**config.mk**
```make
export PLATFORM = sky130hd
export DESIGN_NAME = booth_radix4_multiplier_flat
export DESIGN_NICKNAME = d
export VERILOG_FILES = /design/src/rtl/booth_radix4_multiplier_if.sv /design/src/rtl/booth_radix4_multiplier.sv /design/src/flat_wrapper.sv
export SDC_FILE = /design/constraint.sdc
export NUM_CORES = 1
export LEC_CHECK = 0
export CAP_MARGIN = 0
export CORE_UTILIZATION = 50
export DETAILED_ROUTE_END_ITERATION = 7
export DONT_BUFFER_PORTS = 1
export PLACE_DENSITY_LB_ADDON = 0.25
export SKIP_CTS_REPAIR_TIMING = 1
export SLEW_MARGIN = 10
export SYNTH_ARGS = -nofsm -noshare
export SYNTH_HDL_FRONTEND = slang
export SYNTH_SLANG_ARGS = --single-unit
```
**constraint.sdc**
```tcl
create_clock -name clk -period 10.5 [get_ports clk]
set_input_delay 1.575 -clock clk [delete_from_list [all_inputs] [get_ports clk]]
set_output_delay 1.575 -clock clk [all_outputs]
set_load 0.005 [all_outputs]
```
**src/rtl/booth_radix4_multiplier_if.sv**
```systemverilog
// booth_radix4_multiplier_if: operand/result handshake bundle for the radix-4 Booth multiplier
//   abort        master->slave  synchronous abort of the operation in flight
//   in_valid     master->slave  m, q, signed_mode are valid
//   in_ready     slave->master  multiplier can accept operands
//   signed_mode  master->slave  1: two's-complement operands, 0: unsigned
//   m, q         master->slave  multiplicand, multiplier (WIDTH bits)
//   out_valid    slave->master  result is valid
//   out_ready    master->slave  consumer takes result
//   result       slave->master  product (2*WIDTH bits)
//   busy         slave->master  operation in CALC or DONE
interface booth_radix4_multiplier_if #(parameter int WIDTH = 32);
   logic               abort;
   logic               in_valid;
   logic               in_ready;
   logic               signed_mode;
   logic [WIDTH-1:0]   m;
   logic [WIDTH-1:0]   q;
   logic               out_valid;
   logic               out_ready;
   logic [2*WIDTH-1:0] result;
   logic               busy;
   modport master (
      output abort, in_valid, signed_mode, m, q, out_ready,
      input  in_ready, out_valid, result, busy
   );
   modport slave (
      input  abort, in_valid, signed_mode, m, q, out_ready,
      output in_ready, out_valid, result, busy
   );
endinterface

```
**src/rtl/booth_radix4_multiplier.sv**
```systemverilog
// booth_radix4_multiplier: sequential radix-4 Booth multiplier, WIDTH x WIDTH -> 2*WIDTH, signed or unsigned
//   clk    rising-edge clock
//   reset  asynchronous active-low reset
//   bus    slave side of booth_radix4_multiplier_if (operand/result handshake, abort, busy)
module booth_radix4_multiplier #(
   parameter int WIDTH = 32
) (
   input logic                       clk,
   input logic                       reset,
   booth_radix4_multiplier_if.slave  bus
);
   localparam int N  = WIDTH / 2 + 1;
   localparam int CW = $clog2(N + 1);
   typedef enum logic [1:0] {IDLE, CALC, DONE} state_t;
   state_t               state, state_nx;
   logic [WIDTH+1:0]     mr, qr;
   logic [WIDTH+3:0]     a, m1, m2, pp, a_sum;
   logic                 q_m1;
   logic [CW-1:0]        cnt;
   logic [2*WIDTH-1:0]   result_r;
   logic signed [2*WIDTH+6:0] sh;
   logic [2:0]           trip;
   logic                 accept, last;
   assign bus.in_ready  = state == IDLE;
   assign bus.out_valid = state == DONE;
   assign bus.busy      = state != IDLE;
   assign bus.result    = result_r;
   // abort in IDLE drops the offered operands
   assign accept = bus.in_valid & bus.in_ready & ~bus.abort;
   assign last   = cnt == CW'(N - 1);
   assign trip   = {qr[1:0], q_m1};
   assign m1     = {{2{mr[WIDTH+1]}}, mr};
   assign m2     = {mr[WIDTH+1], mr, 1'b0};
   always_comb begin
      pp = (trip == 3'b001 || trip == 3'b010) ? m1 :
           (trip == 3'b011)                   ? m2 :
           (trip == 3'b100)                   ? -m2 :
           (trip == 3'b101 || trip == 3'b110) ? -m1 : '0;
   end
   assign a_sum = a + pp;
   // {A,Q,q_m1} arithmetic shift right by two after the partial-product add
   assign sh = $signed({a_sum, qr, q_m1}) >>> 2;
   always_comb begin
      state_nx = state == IDLE ? (accept ? CALC : IDLE) :
                 bus.abort     ? IDLE :
                 state == CALC ? (last ? DONE : CALC) :
                 (bus.out_ready ? IDLE : DONE);
   end
   always_ff @(posedge clk or negedge reset) begin
      if (!reset) state <= IDLE;
      else        state <= state_nx;
   end
   always_ff @(posedge clk or negedge reset) begin
      if (!reset) begin
         mr       <= '0;
         qr       <= '0;
         a        <= '0;
         q_m1     <= 1'b0;
         cnt      <= '0;
         result_r <= '0;
      end else if (accept) begin
         mr   <= {{2{bus.signed_mode & bus.m[WIDTH-1]}}, bus.m};
         qr   <= {{2{bus.signed_mode & bus.q[WIDTH-1]}}, bus.q};
         a    <= '0;
         q_m1 <= 1'b0;
         cnt  <= '0;
      end else if (bus.abort) begin
         cnt <= '0;
      end else if (state == CALC) begin
         {a, qr, q_m1} <= sh;
         cnt           <= cnt + 1'b1;
         // the low 2*WIDTH bits of {A,Q} after the final shift hold the exact product
         if (last) result_r <= sh[2*WIDTH:1];
      end
   end
endmodule
```
**src/flat_wrapper.sv**
```systemverilog
// flat-port wrapper written by rule: the top's interface ports become plain ports
module booth_radix4_multiplier_flat 
#(
   parameter int WIDTH = 32
)
  (clk, reset, bus_abort, bus_in_valid, bus_signed_mode, bus_m, bus_q, bus_out_ready, bus_in_ready, bus_out_valid, bus_result, bus_busy);
  booth_radix4_multiplier_if #(.WIDTH(WIDTH)) bus_i ();
  input logic clk;
  input logic reset;
  input wire logic [$bits(bus_i.abort)-1:0] bus_abort;
  input wire logic [$bits(bus_i.in_valid)-1:0] bus_in_valid;
  input wire logic [$bits(bus_i.signed_mode)-1:0] bus_signed_mode;
  input wire logic [$bits(bus_i.m)-1:0] bus_m;
  input wire logic [$bits(bus_i.q)-1:0] bus_q;
  input wire logic [$bits(bus_i.out_ready)-1:0] bus_out_ready;
  output wire logic [$bits(bus_i.in_ready)-1:0] bus_in_ready;
  output wire logic [$bits(bus_i.out_valid)-1:0] bus_out_valid;
  output wire logic [$bits(bus_i.result)-1:0] bus_result;
  output wire logic [$bits(bus_i.busy)-1:0] bus_busy;
  assign bus_i.abort = bus_abort;
  assign bus_i.in_valid = bus_in_valid;
  assign bus_i.signed_mode = bus_signed_mode;
  assign bus_i.m = bus_m;
  assign bus_i.q = bus_q;
  assign bus_i.out_ready = bus_out_ready;
  assign bus_in_ready = bus_i.in_ready;
  assign bus_out_valid = bus_i.out_valid;
  assign bus_result = bus_i.result;
  assign bus_busy = bus_i.busy;
  booth_radix4_multiplier #(.WIDTH(WIDTH)) u_core (.clk(clk), .reset(reset), .bus(bus_i));
endmodule
```
After elaboration in Yosys (flattened, before gate mapping)
Cells that the tools add are included.

Register bits after elaboration: 175. Output and inout port bits: 67.

Add/sub/neg operators: 4. Equality and inequality tests: 10. Multiplexer cells: 22. Bitwise operators: 6. Reductions and logical operators: 8.

Operators by type and width (number): $mux 36 (7); $mux 34 (3); $neg 36->36 (2); $add 36x36->36 (1); $mux 5 (3); $mux 2 (5); $eq 3x3->1 const B (3); $eq 3x2->1 const B (2); $add 5x1->5 const B (1); $eq 5x5->1 const B (1); $and 1x1->1 (4); $mux 1 (4); $reduce_and 4->1 (1); $reduce_bool 2->1 (2); $eq 3x1->1 const B (1); $reduce_bool 3->1 (1); $eq 2x1->1 const B (1); $eq 2x2->1 const B (1); $logic_not 2->1 (1); $logic_or 1x1->1 (2); $ne 2x1->1 const B (1); $not 1->1 (2); $reduce_and 2->1 (1).

Logic depth before layout (Yosys ltp)
Gate-level depths: netlist of the first run.

Depth in word-level cells: 10. Depth in mapped cells: 23.

Least setup slack after synthesis of the first run
No wires, ideal clock.

Path kind: reg2reg. From: register u_core.mr[0]. To: register u_core.a[34]. Library setup time: 121 ps. Arrival: 4399 ps. Data required time: 10379 ps. Setup slack: 5980 ps. Cell stages (with the launch flop): 23. Path buffers: 0. Period minus slack after synthesis: 4520 ps. Path through: dfrtp_1 > inv_1 > ha_1 > nor3b_4 > nand4b_4 > nor3_4 > nand2_1 > or2_2 > xor2_1 > a221oi_1 > a21oi_1 > nor2_1 > nor2_1 > ha_1 > a21o_1 > o21a_1 > a311o_1 > a31oi_2 > o221ai_1 > a211oi_2 > xnor2_2 > o21bai_1 > a22o_1.

Word-level cells in the longest chain between the ends: 9.

RTL lines: start: declaration (line booth_radix4_multiplier.sv:16) `logic [WIDTH+1:0] mr, qr;`; start signal: assignment (line booth_radix4_multiplier.sv:62) `mr <= {{2{bus.signed_mode & bus.m[WIDTH-1]}}, bus.m};`; $neg 36->36 (line booth_radix4_multiplier.sv:38) `(trip == 3'b101 || trip == 3'b110) ? -m1 : '0;`; $mux 36 (line booth_radix4_multiplier.sv:38); $mux 36 (line booth_radix4_multiplier.sv:37) `(trip == 3'b100) ? -m2 :`; $mux 36 (line booth_radix4_multiplier.sv:36) `(trip == 3'b011) ? m2 :`; $mux 36 (*) (line booth_radix4_multiplier.sv:35) `pp = (trip == 3'b001 || trip == 3'b010) ? m1 :`; $add 36x36->36 (*) (line booth_radix4_multiplier.sv:40) `assign a_sum = a + pp;`; $mux 36 (*) (line booth_radix4_multiplier.sv:69) `end else if (state == CALC) begin`; $mux 36 (*) (line booth_radix4_multiplier.sv:67) `end else if (bus.abort) begin`; $mux 36 (*) (line booth_radix4_multiplier.sv:61) `end else if (accept) begin`; end signal: assignment (line booth_radix4_multiplier.sv:70) `{a, qr, q_m1} <= sh;`; end: declaration (line booth_radix4_multiplier.sv:17) `logic [WIDTH+3:0] a, m1, m2, pp, a_sum;`.

Mark *: on every way between the ends. The rest lies on a longest branch, timed or not. The select of a mux whose other input is x is not followed. A chain may end at the register's enable or synchronous reset.

Final worst setup path of the first run
Ends and elaborated chain as after synthesis.

==> results of run 1 <==
worst register-to-register path, cell delays in order, from the launching register on:
cell and delay (ns):
dfrtp_1 0.42, inv_1 0.14, ha_1 0.20, nor3b_4 0.33, nand4b_4 0.20, nor3_4 0.22
nand2_1 0.12, or4_1 0.45, xor2_1 0.35, a221oi_2 0.13, a31o_1 0.21, a21oi_1 0.18
ha_1 0.31, and3_1 0.23, a311o_1 0.32, a31oi_2 0.24, o221ai_1 0.26, a211oi_2 0.31
xnor2_2 0.15, o21bai_1 0.08, a22o_1 0.19
metrics by stage:
stage | cells | hold WS (ns) | utilization (%) | cell area [µm²]
4_1_cts | 1438 | 0.504 | 55.2 | 11300
3_5_place_dp | 1406 | 0.468 | 52.0 | 10600
5_1_grt | 1438 | 0.519 | 55.2 | 11300
3_3_place_gp | 1406 | 0.465 | 52.0 | 10600
6_report | 1438 | 0.499 | 55.2 | 11300
2_1_floorplan | 1205 | 0.465 | - | 10500
kinds of logic after synthesis:
group	Yosys count	synth area share (%)
muxes	45	4.76
buffers and inverters	97	3.53
and+or+nand+nor	445	19.7
AOI/OAI and AO/OA	342	20.6
DFF	173	41.3
adders and majority gates	40	4.82
xor gates and xnor gates	63	5.33
final cells by class:
class	count	area, µm²	area share (%)
sequential	173	4330	38.4
timing repair buffer	11	82.6	0.733
multi-input combinational	935	5820	51.6
clock buffer	17	425	3.77
tap	270	338	3.00
clock inverter	15	218	1.93
inverter	17	63.8	0.566
power by group:
| part | switching (W) | internal (W) | leakage, nW |
|---|---|---|---|
| logic | 0.000839 | 0.000539 | 2.68 |
| clock network | 0.000326 | 0.000349 | 0.309 |
| registers | 0.000120 | 0.000778 | 2.28 |
synth_stat cells (3+ instances only):
cell type,number
a21oi_1,77
nand2b_1,10
nor3_1,12
o21a_1,3
a31o_2,8
a31o_1,3
dfrtp_1,173
inv_1,17
o21bai_1,3
mux2_2,39
o22ai_1,19
nor3b_1,3
and3_1,7
a31oi_1,8
buf_1,8
nor4_1,4
o211ai_1,6
o31a_1,3
a22oi_1,35
a221oi_1,18
or2_2,3
xor2_1,31
and2_1,5
nand3_1,40
o21ai_0,107
mux2i_1,6
nor2b_1,9
xnor2_1,31
a221o_1,3
ha_1,38
nand2_1,260
nor4_4,3
nor2_1,57
a211oi_1,5
buf_2,5
nand4_1,5
or3_1,5
a21o_1,21
clkbuf_1,67
a21boi_0,3
worst max-delay path by stage:
| stage | from | end | slack (ns) |
|---|---|---|---|
| floorplan | u_core.mr[0] | u_core.a[34] | 5.98 |
| CTS | u_core.mr[0] | u_core.a[34] | 5.40 |
| global placement | u_core.mr[0] | u_core.a[34] | 5.49 |
| global route | u_core.mr[0] | u_core.a[34] | 4.97 |
| detailed placement | u_core.mr[0] | u_core.a[34] | 5.42 |
| finish | u_core.mr[0] | u_core.a[34] | 5.35 |
state kept, by name (all words and copies together), names as in the netlist:
signal             flops
u_core.q_m1            1
u_core.state           2
u_core.cnt             5
u_core.qr             34
u_core.a              34
u_core.mr             33
u_core.bus.result     64
per-layer routing:
metal / up-vias / share of wire [%] / track usage (%)
met5: - / 0 / 0
li1: 4165 / - / -
met3: 44 / 7.9 / 8.14
met4: 0 / 2.8 / 9.95
met1: 4140 / 43 / 33.2
met2: 277 / 46 / 40.9
==> impl_metrics.tcl, run 1 <==
set metrics [dict create \
    effective_utilization_at_floorplan_pct 51.3 \
    cp_slowest_stage_delay_ns 0.45 \
    vias_per_cell 6.00 \
    totalPowerFinal_w 0.00295 \
    synthToLayoutAreaGrowth_pct 7.48 \
    tritoncts.num_buffers 17 \
    rsz_0062_raised_after_global_routing "no" \
    synth_enable_flop_cells 0 \
    finalClockSkew_ns 0.0160 \
    critical_path_arrival_ns 5.48 \
    grt_pass1_wl_mm 44.4 \
    layout.nets 1264 \
    number_of_global_route_vias_before_repair 8472 \
    wl_mm 26.6 \
    routed_length_per_placed_instance_um 18.5 \
    worst_slew_pin_slew_ns 1.01 \
    reg2reg_slack_ns 5.35 \
    synthesis.instances 1205 \
    synth_seq_area_share_pct 41.3 \
    dr_total_vias 8626 \
    setup_total_negative_slack_ns 0 \
    synthesized_nets 1314 \
    power_density_nw_per_um2 262 \
    r2r_cells 20 \
    layout_common_cells "259 x nand2_1, 173 x dfrtp_1, 107 x o21ai_0" \
    n_antenna_cell 0 \
    crit_slowest_cell "or4_1" \
    worstPathMaxFanout 6 \
    min_delay_path_depth 2 \
    finalCritPeriodShare_pct 49.0 \
    drive_above_1_share_pct 10.3 \
    report.final.setup_viol 0 \
    netlist.top_cell.by_area "dfrtp_1" \
    worstHoldStart "u_core.qr[0]" \
    critical_path.reg2reg.endpoint "u_core.a[34]" \
    fin_crit_ns 5.15 \
    final_hold_viol_count 0 \
    track_usage_pct 25.9 \
    drt_pass1_iterations 5 \
    fp.dieH_um 147 \
    worst_hold_path_type "register to register" \
    kind_of_critical_path "register to register" \
    gp_congestion 0.925 \
    syn_area_per_cell_um2 8.70 \
    portBuffers 0 \
    place_hpwl_mm 17.8 \
    fp.dieArea_um2 21600 \
    fillCellCount 1884 \
    crit_chain "inv_1 -> ha_1 -> nor3b_4 -> nand4b_4 -> nor3_4 -> nand2_1 -> or4_1 -> xor2_1 -> a221oi_2 -> a31o_1 -> a21oi_1 -> ha_1 -> and3_1 -> a311o_1 -> a31oi_2 -> o221ai_1 -> a211oi_2 -> xnor2_2 -> o21bai_1 -> a22o_1" \
    synth.top_cells.by_area "dfrtp_1 41%, nand2_1 9.3%, o21ai_0 5.1%, ha_1 4.5%, mux2_2 4.2%" \
    cts.reportedPaths.clkPinSlew_ns 0.07 \
    crit_path_frequent_cell "ha_1" \
    synthFlopType "dfrtp_1" \
    design.portCount 137 \
    power.leakage_nw 5.27 \
    synth_cell_types 76 \
    core.rowCount 52 \
    report.final.slew_viol_count 0 \
    critical-path-top-delay-family "compound AO/OA/AOI/OAI gates" \
    clock_sink_count 173 \
    final_antenna_net_count 0 \
    worst-path-stages 20 \
    synth_area_um2 10500 \
    overflow 0 \
    setup_ws_ns 5.35 \
    die_w_um 147 \
    yosysTopAreaCellShare_pct 41.3 \
    run_status "finished clean" \
    drc_errors 0 \
    drtIter0Drc 594 \
    synth_seq_cells 173 \
    library_cell_used_as_clock_root_buffer "clkbuf_16" \
    pre_cts_setup_slack_ns 5.42 \
    synth_warnings 0 \
    timing.max_cap.violations 0 \
    max-clock-path-buffers 2 \
    regToRegStartpoint "u_core.mr[0]" \
    max_freq_ghz 0.194 \
    cts_max_level 4 \
    asyncSetResetFlopFracSynth_pct 100 \
    layout.cells.most_common "nand2_1" \
    hold_path_end "u_core.qr[0]" \
    vdd.ir_drop.worst_uv 128 \
    core_um2 20400 \
    grt_start_max_net_pins 174 \
    clock_insertion_delay_worst_skew_ns 0.45 \
    initial_antenna_violation_count 0 \
    worst_setup_path_start_kind "register" \
    critical_path_required_ns 10.83 \
    slew_headroom_pct 32.6 \
    critPathBufInv 1 \
    worstSetupEndpointType "register" \
    tritoncts "yes" \
]
Note: power is estimated with default switching activity, not from simulation.
==> run 2: changes to the inputs <==
==> constraint.sdc (replaced) <==
create_clock -name clk -period 4.7 [get_ports clk]
set_input_delay 0.705 -clock clk [delete_from_list [all_inputs] [get_ports clk]]
set_output_delay 0.705 -clock clk [all_outputs]
set_load 0.005 [all_outputs]
==> run 2 against run 1 <==
- the run now ends with negative hold slack left
- wire length grew 4.3%
- fmax is 13% higher
- sequential share of layout area is 2.1 points lower
- die area unchanged
- worst setup slack worse by 5.2 ns
==> impl_metrics.tcl, run 2 (same netlist as run 1, synthesis figures left out) <==
set metrics [dict create \
    critical_path_required_ns 5.03 \
    power_frac_clock_pct 20.9 \
    worst_slew_pin_slew_ns 0.992 \
    core.rowCount 52 \
    place_inst 1450 \
    timing.max_cap.violations 0 \
    initial_antenna_violation_count 0 \
    largest_register_ffs 64 \
    place_hpwl_mm 18.5 \
    power_frac_seq_pct 28.4 \
    worst_setup_path_startpoint "u_core.mr[8]" \
    clock_sink_count 173 \
    clock_insertion_delay_worst_skew_ns 0.45 \
    kind_of_critical_path "register to register" \
    worst_hold_slack_ns -0.0456 \
    gr-usage-met3_pct 7.48 \
    layout.nets 1319 \
    power_density_nw_per_um2 587 \
    crit_chain "nor4_4 -> buf_4 -> nand4b_4 -> nor3_4 -> nand2_2 -> or4_4 -> xor2_4 -> a221oi_2 -> a31o_1 -> a21oi_4 -> ha_4 -> buf_6 -> o21a_1 -> a311o_1 -> a31oi_4 -> o221ai_2 -> a211oi_2 -> xnor2_2 -> o21bai_1 -> a22o_1" \
    max_freq_ghz 0.219 \
    vdd.ir_drop.worst_uv 311 \
    grt_start_max_net_pins 174 \
    place_area_um2 11000 \
    report.final.setup_viol 0 \
    n_antenna_cell 0 \
    power.leakage_nw 5.56 \
    layout.cells.most_common "nand2_1" \
    net-switching-power_w 0.00302 \
    effective_utilization_at_floorplan_pct 51.3 \
    cts_max_level 4 \
    slew_headroom_pct 33.8 \
    worst_setup_path_start_kind "register" \
    tritoncts.num_buffers 17 \
    layout.core_utilization_pct 58.4 \
    track_usage_pct 25.9 \
    worstPathMaxFanout 3 \
    intPower_w 0.00398 \
    library_cell_used_as_clock_root_buffer "clkbuf_16" \
    drt_pass1_iterations 6 \
    grt_pass1_wl_mm 44.4 \
    drtIter0Drc 662 \
    finalClockSkew_ns 0.00964 \
    met1_track_utilization_from_global_routing_pct 32.7 \
    wl_mm 27.8 \
    max-clock-path-buffers 2 \
    worstSetupEndpointType "register" \
    crit_slowest_cell "or4_4" \
    grt_most_used_layer "met2" \
    die_w_um 147 \
    final-instance-count-excl-fill 1493 \
    design.portCount 137 \
    layout_common_cells "258 x nand2_1, 171 x dfrtp_1, 100 x o21ai_0" \
    fp.dieH_um 147 \
    worst_hold_path_type "input port to asynchronous set/reset pin" \
    vias_per_cell 5.94 \
    portBuffers 0 \
    drc_errors 0 \
    dr_total_vias 8869 \
    fp.dieArea_um2 21600 \
    overflow 0 \
    number_of_global_route_vias_before_repair 8728 \
    power.share.switching_pct 43.2 \
    core_um2 20400 \
    final_hold_viol_count 125 \
    gp_congestion 0.915 \
    drive_above_1_share_pct 18.1 \
    final_antenna_net_count 0 \
    comb_power_share_pct 50.6 \
    cts.reportedPaths.clkPinSlew_ns 0.07 \
    tritoncts "yes" \
    failed_checks "negative hold slack" \
    final_std_cell_area_no_fill_um2 11900 \
    finalCritPeriodShare_pct 97.2 \
    gr-usage-met2_pct 41.8 \
    routed_length_per_placed_instance_um 18.6 \
    run_status "complete, but fails checks" \
    fin_crit_ns 4.57 \
    cp_slowest_stage_delay_ns 0.52 \
    regToRegStartpoint "u_core.mr[8]" \
    report.final.slew_viol_count 0 \
    setup_total_negative_slack_ns 0 \
    critical_path_arrival_ns 4.90 \
    synthToLayoutAreaGrowth_pct 13.7 \
]
==> run 2: cell types whose count changed in the layout (fill, tap and decap cells not counted), moves of 4 or more <==
cell and change:
buf_4 +53, a21oi_1 -11, a21oi_2 +9, o21ai_0 -7, clkinv_8 -5, o21ai_1 +5, xor2_1 -5, a221oi_1 -4
a221oi_2 +4, ha_1 -4, xor2_2 +4
==> run 2: power by group through the flow <==
stage	logic, W	registers (W)	clock network, W
after floorplan	0.00241	0.00192	0
after global placement	0.00318	0.00200	0
after detailed placement	0.00322	0.00201	0
after CTS	0.00324	0.00198	0.00150
after global routing	0.00391	0.00203	0.00154
final	0.00355	0.00199	0.00147
==> run 2: per-layer routing <==
metal / wire length (µm) / part of all wire (%)
met5: 0 / 0
met2: 13200 / 47
met3: 2030 / 7.3
met4: 570 / 2.1
met1: 12000 / 43
==> run 2: final timing paths <==
| check | endpoint | slack (ns) | depth (start not counted) |
|---|---|---|---|
| worst min register to register | u_core.qr[8] | 0.50 | 2 |
| worst min-delay path | u_core.mr[4] | -0.05 | 0 |
| worst max register to register | u_core.a[34] | 0.13 | 20 |
| max in group asynchronous | u_core.bus.result[60] | 4.50 | 0 |
| worst max-delay path | u_core.a[34] | 0.13 | 20 |
| min in group clk | u_core.cnt[1] | 0.32 | 1 |
==> run 2: final cells by class <==
type                       instances  area (µm²)
multi-input combinational        935        6100
fill                            1815        8500
clock buffer                      18         429
sequential                       173        4330
clock inverter                    14         169
tap                              270         338
timing repair buffer              66         503
inverter                          17        63.8
==> run 2: through the flow <==
step,total power (W),setup slack [ns]
after floorplan,0.00433,0.180
after global routing,0.00748,-0.0514
final,0.00701,0.132
after CTS,0.00672,-0.103
after global placement,0.00518,-0.00714
after detailed placement,0.00523,-0.0469
==> run 2: critical path: cells and delay by family (launching register included) <==
family	cells	cell delay, ns
AND/OR/NAND/NOR	5	1.33
AO/OA/AOI/OAI	10	1.80
flip-flops	1	0.42
buffers and inverters	2	0.30
XOR/XNOR	2	0.33
adder cells (fa/ha/maj)	1	0.28
==> run 3: changes to the inputs <==
--- a/config.mk
+++ b/config.mk
@@ -5,12 +5,14 @@
 export SDC_FILE = /design/constraint.sdc
 export NUM_CORES = 1
 export LEC_CHECK = 0
+export ABC_CLOCK_PERIOD_IN_PS = 4700
 export CAP_MARGIN = 0
 export CORE_UTILIZATION = 50
 export DETAILED_ROUTE_END_ITERATION = 7
 export DONT_BUFFER_PORTS = 1
 export PLACE_DENSITY_LB_ADDON = 0.25
 export SKIP_CTS_REPAIR_TIMING = 1
+export SKIP_LAST_GASP = 1
 export SLEW_MARGIN = 10
 export SYNTH_ARGS = -nofsm -noshare
 export SYNTH_HDL_FRONTEND = slang
==> run 3 against run 2 <==
- the flow still finishes with violations (negative hold slack)
- sequential share of layout area hardly changed
- design area hardly changed
- fmax hardly changed
- worst setup slack better by 0.0032 ns
- wire length is 0.29% lower
- register-to-register slack hardly changed
- cell count stayed put
- worst hold slack hardly changed
- sequential cell count stayed put
- die area stayed put
- utilization hardly changed
- via count is 0.35% lower
- critical path type unchanged
- critical endpoint unchanged
- largest power group unchanged
==> impl_metrics.tcl, run 3 (same netlist as run 1, synthesis figures left out) <==
set metrics [dict create \
    grt_most_used_layer "met2" \
    final-instance-count-excl-fill 1493 \
    setup_ws_ns 0.135 \
    final_std_cell_area_no_fill_um2 11900 \
    finalClockSkew_ns 0.00848 \
    grt_pass1_wl_mm 44.4 \
    critical_path_required_ns 5.03 \
    worst_hold_slack_ns -0.0456 \
    effective_utilization_at_floorplan_pct 51.3 \
    vias_per_cell 5.92 \
    gr-usage-met2_pct 41.8 \
    worst_setup_path_start_kind "register" \
    run_status "complete, but fails checks" \
    core_um2 20400 \
    cp_slowest_stage_delay_ns 0.52 \
    cts.reportedPaths.clkPinSlew_ns 0.07 \
    reg2reg_slack_ns 0.13 \
    critical-path-top-delay-family "compound AO/OA/AOI/OAI gates" \
    met1_track_utilization_from_global_routing_pct 32.7 \
    clock_sink_count 173 \
    power.leakage_nw 5.56 \
    place_area_um2 11000 \
    drtIter0Drc 659 \
    grt_start_max_net_pins 174 \
    worst-path-stages 20 \
    tritoncts.num_buffers 17 \
    max_freq_ghz 0.219 \
    critPathBufInv 2 \
    final_hold_viol_count 126 \
    layout.nets 1319 \
    n_antenna_cell 0 \
    track_usage_pct 25.9 \
    core.rowCount 52 \
    report.final.slew_viol_count 0 \
    finalCritPeriodShare_pct 97.1 \
    r2r_cells 20 \
    layout.cells.most_common "nand2_1" \
    power_density_nw_per_um2 587 \
    crit_chain "nor4_4 -> buf_4 -> nand4b_4 -> nor3_4 -> nand2_2 -> or4_4 -> xor2_4 -> a221oi_2 -> a31o_1 -> a21oi_4 -> ha_4 -> buf_4 -> o21a_1 -> a311o_1 -> a31oi_4 -> o221ai_2 -> a211oi_2 -> xnor2_2 -> o21bai_1 -> a22o_1" \
    overflow 0 \
    largest_register_ffs 64 \
    report.final.setup_viol 0 \
    crit_slowest_cell "or4_4" \
    cts_max_level 4 \
    routed_length_per_placed_instance_um 18.6 \
    tritoncts "yes" \
    crit_path_frequent_cell "buf_4" \
    place_inst 1450 \
    place_hpwl_mm 18.5 \
    fp.dieArea_um2 21600 \
    wl_mm 27.7 \
    synthToLayoutAreaGrowth_pct 13.7 \
    failed_checks "negative hold slack" \
    rsz_0062_raised_after_global_routing "yes" \
    worst_hold_path_type "input port to asynchronous set/reset pin" \
    worstSetupEndpointType "register" \
    max-clock-path-buffers 2 \
    gr-usage-met3_pct 7.48 \
    clock_insertion_delay_worst_skew_ns 0.44 \
    die_w_um 147 \
    final_antenna_net_count 0 \
    fp.dieH_um 147 \
    worst_slew_pin_slew_ns 0.997 \
    slew_headroom_pct 33.6 \
    number_of_global_route_vias_before_repair 8728 \
    drc_errors 0 \
    gp_congestion 0.915 \
    initial_antenna_violation_count 0 \
    pre_cts_setup_slack_ns -0.0469 \
    timing.max_cap.violations 0 \
    vdd.ir_drop.worst_uv 311 \
    dr_total_vias 8838 \
    layout_common_cells "258 x nand2_1, 171 x dfrtp_1, 100 x o21ai_0" \
    drt_pass1_iterations 5 \
    critical_path_arrival_ns 4.90 \
    design.portCount 137 \
    portBuffers 0 \
    worstPathMaxFanout 3 \
    layout.core_utilization_pct 58.4 \
    library_cell_used_as_clock_root_buffer "clkbuf_16" \
    kind_of_critical_path "register to register" \
    drive_above_1_share_pct 18.1 \
    fin_crit_ns 4.57 \
]
==> run 3: cell types whose count changed in the layout (fill, tap and decap cells not counted) <==
cell   previous run  this run
buf_4            64        65
or2_2             2         3
or2_4             1         0
buf_6             2         1
==> run 3: final timing paths <==
| path | to | from |
|---|---|---|
| worst max-delay path | u_core.a[34] | u_core.mr[8] |
| worst min-delay path | u_core.mr[4] | reset |
| worst max register to register | u_core.a[34] | u_core.mr[8] |
| worst min register to register | u_core.bus.result[39] | u_core.bus.result[39] |
| max in group asynchronous | u_core.bus.result[60] | reset |
| min in group clk | u_core.cnt[1] | bus_abort |
==> run 3: worst register-to-register path: stages, from the launching register on <==
cell,delay [ns]
dfrtp_1,0.42
nor4_4,0.38
buf_4,0.19
nand4b_4,0.11
nor3_4,0.24
nand2_2,0.09
or4_4,0.52
xor2_4,0.18
a221oi_2,0.25
a31o_1,0.18
a21oi_4,0.08
ha_4,0.27
buf_4,0.14
o21a_1,0.10
a311o_1,0.32
a31oi_4,0.18
o221ai_2,0.13
a211oi_2,0.25
xnor2_2,0.15
o21bai_1,0.08
a22o_1,0.20
==> run 3: area by class of cell <==
class                      instances  area, µm²
timing repair buffer              66        499
clock buffer                      18        429
multi-input combinational        935       6090
fill                            1816       8510
sequential                       173       4330
inverter                          17       63.8
clock inverter                    14        169
tap                              270        338
==> run 3: where the power goes <==
group | switching [W] | leakage [nW] | internal, W
Combinational | 0.00206 | 2.99 | 0.00147
Clock | 0.000705 | 0.286 | 0.000762
Sequential | 0.000252 | 2.28 | 0.00174
==> run 3: per-stage QoR <==
stage	setup TNS [ns]	power, W
global placement	-0.00714	0.00518
CTS	-0.395	0.00672
global route	-0.359	0.00747
floorplan	0	0.00433
finish	0	0.00699
detailed placement	-0.0736	0.00523
==> run 3: layer usage <==
metal  vias to the layer above  share of wire [%]
met4                         0                2.1
met5                         -                  0
met2                       292                 48
met1                      4232                 43
met3                        43                7.1
li1                       4271                  -
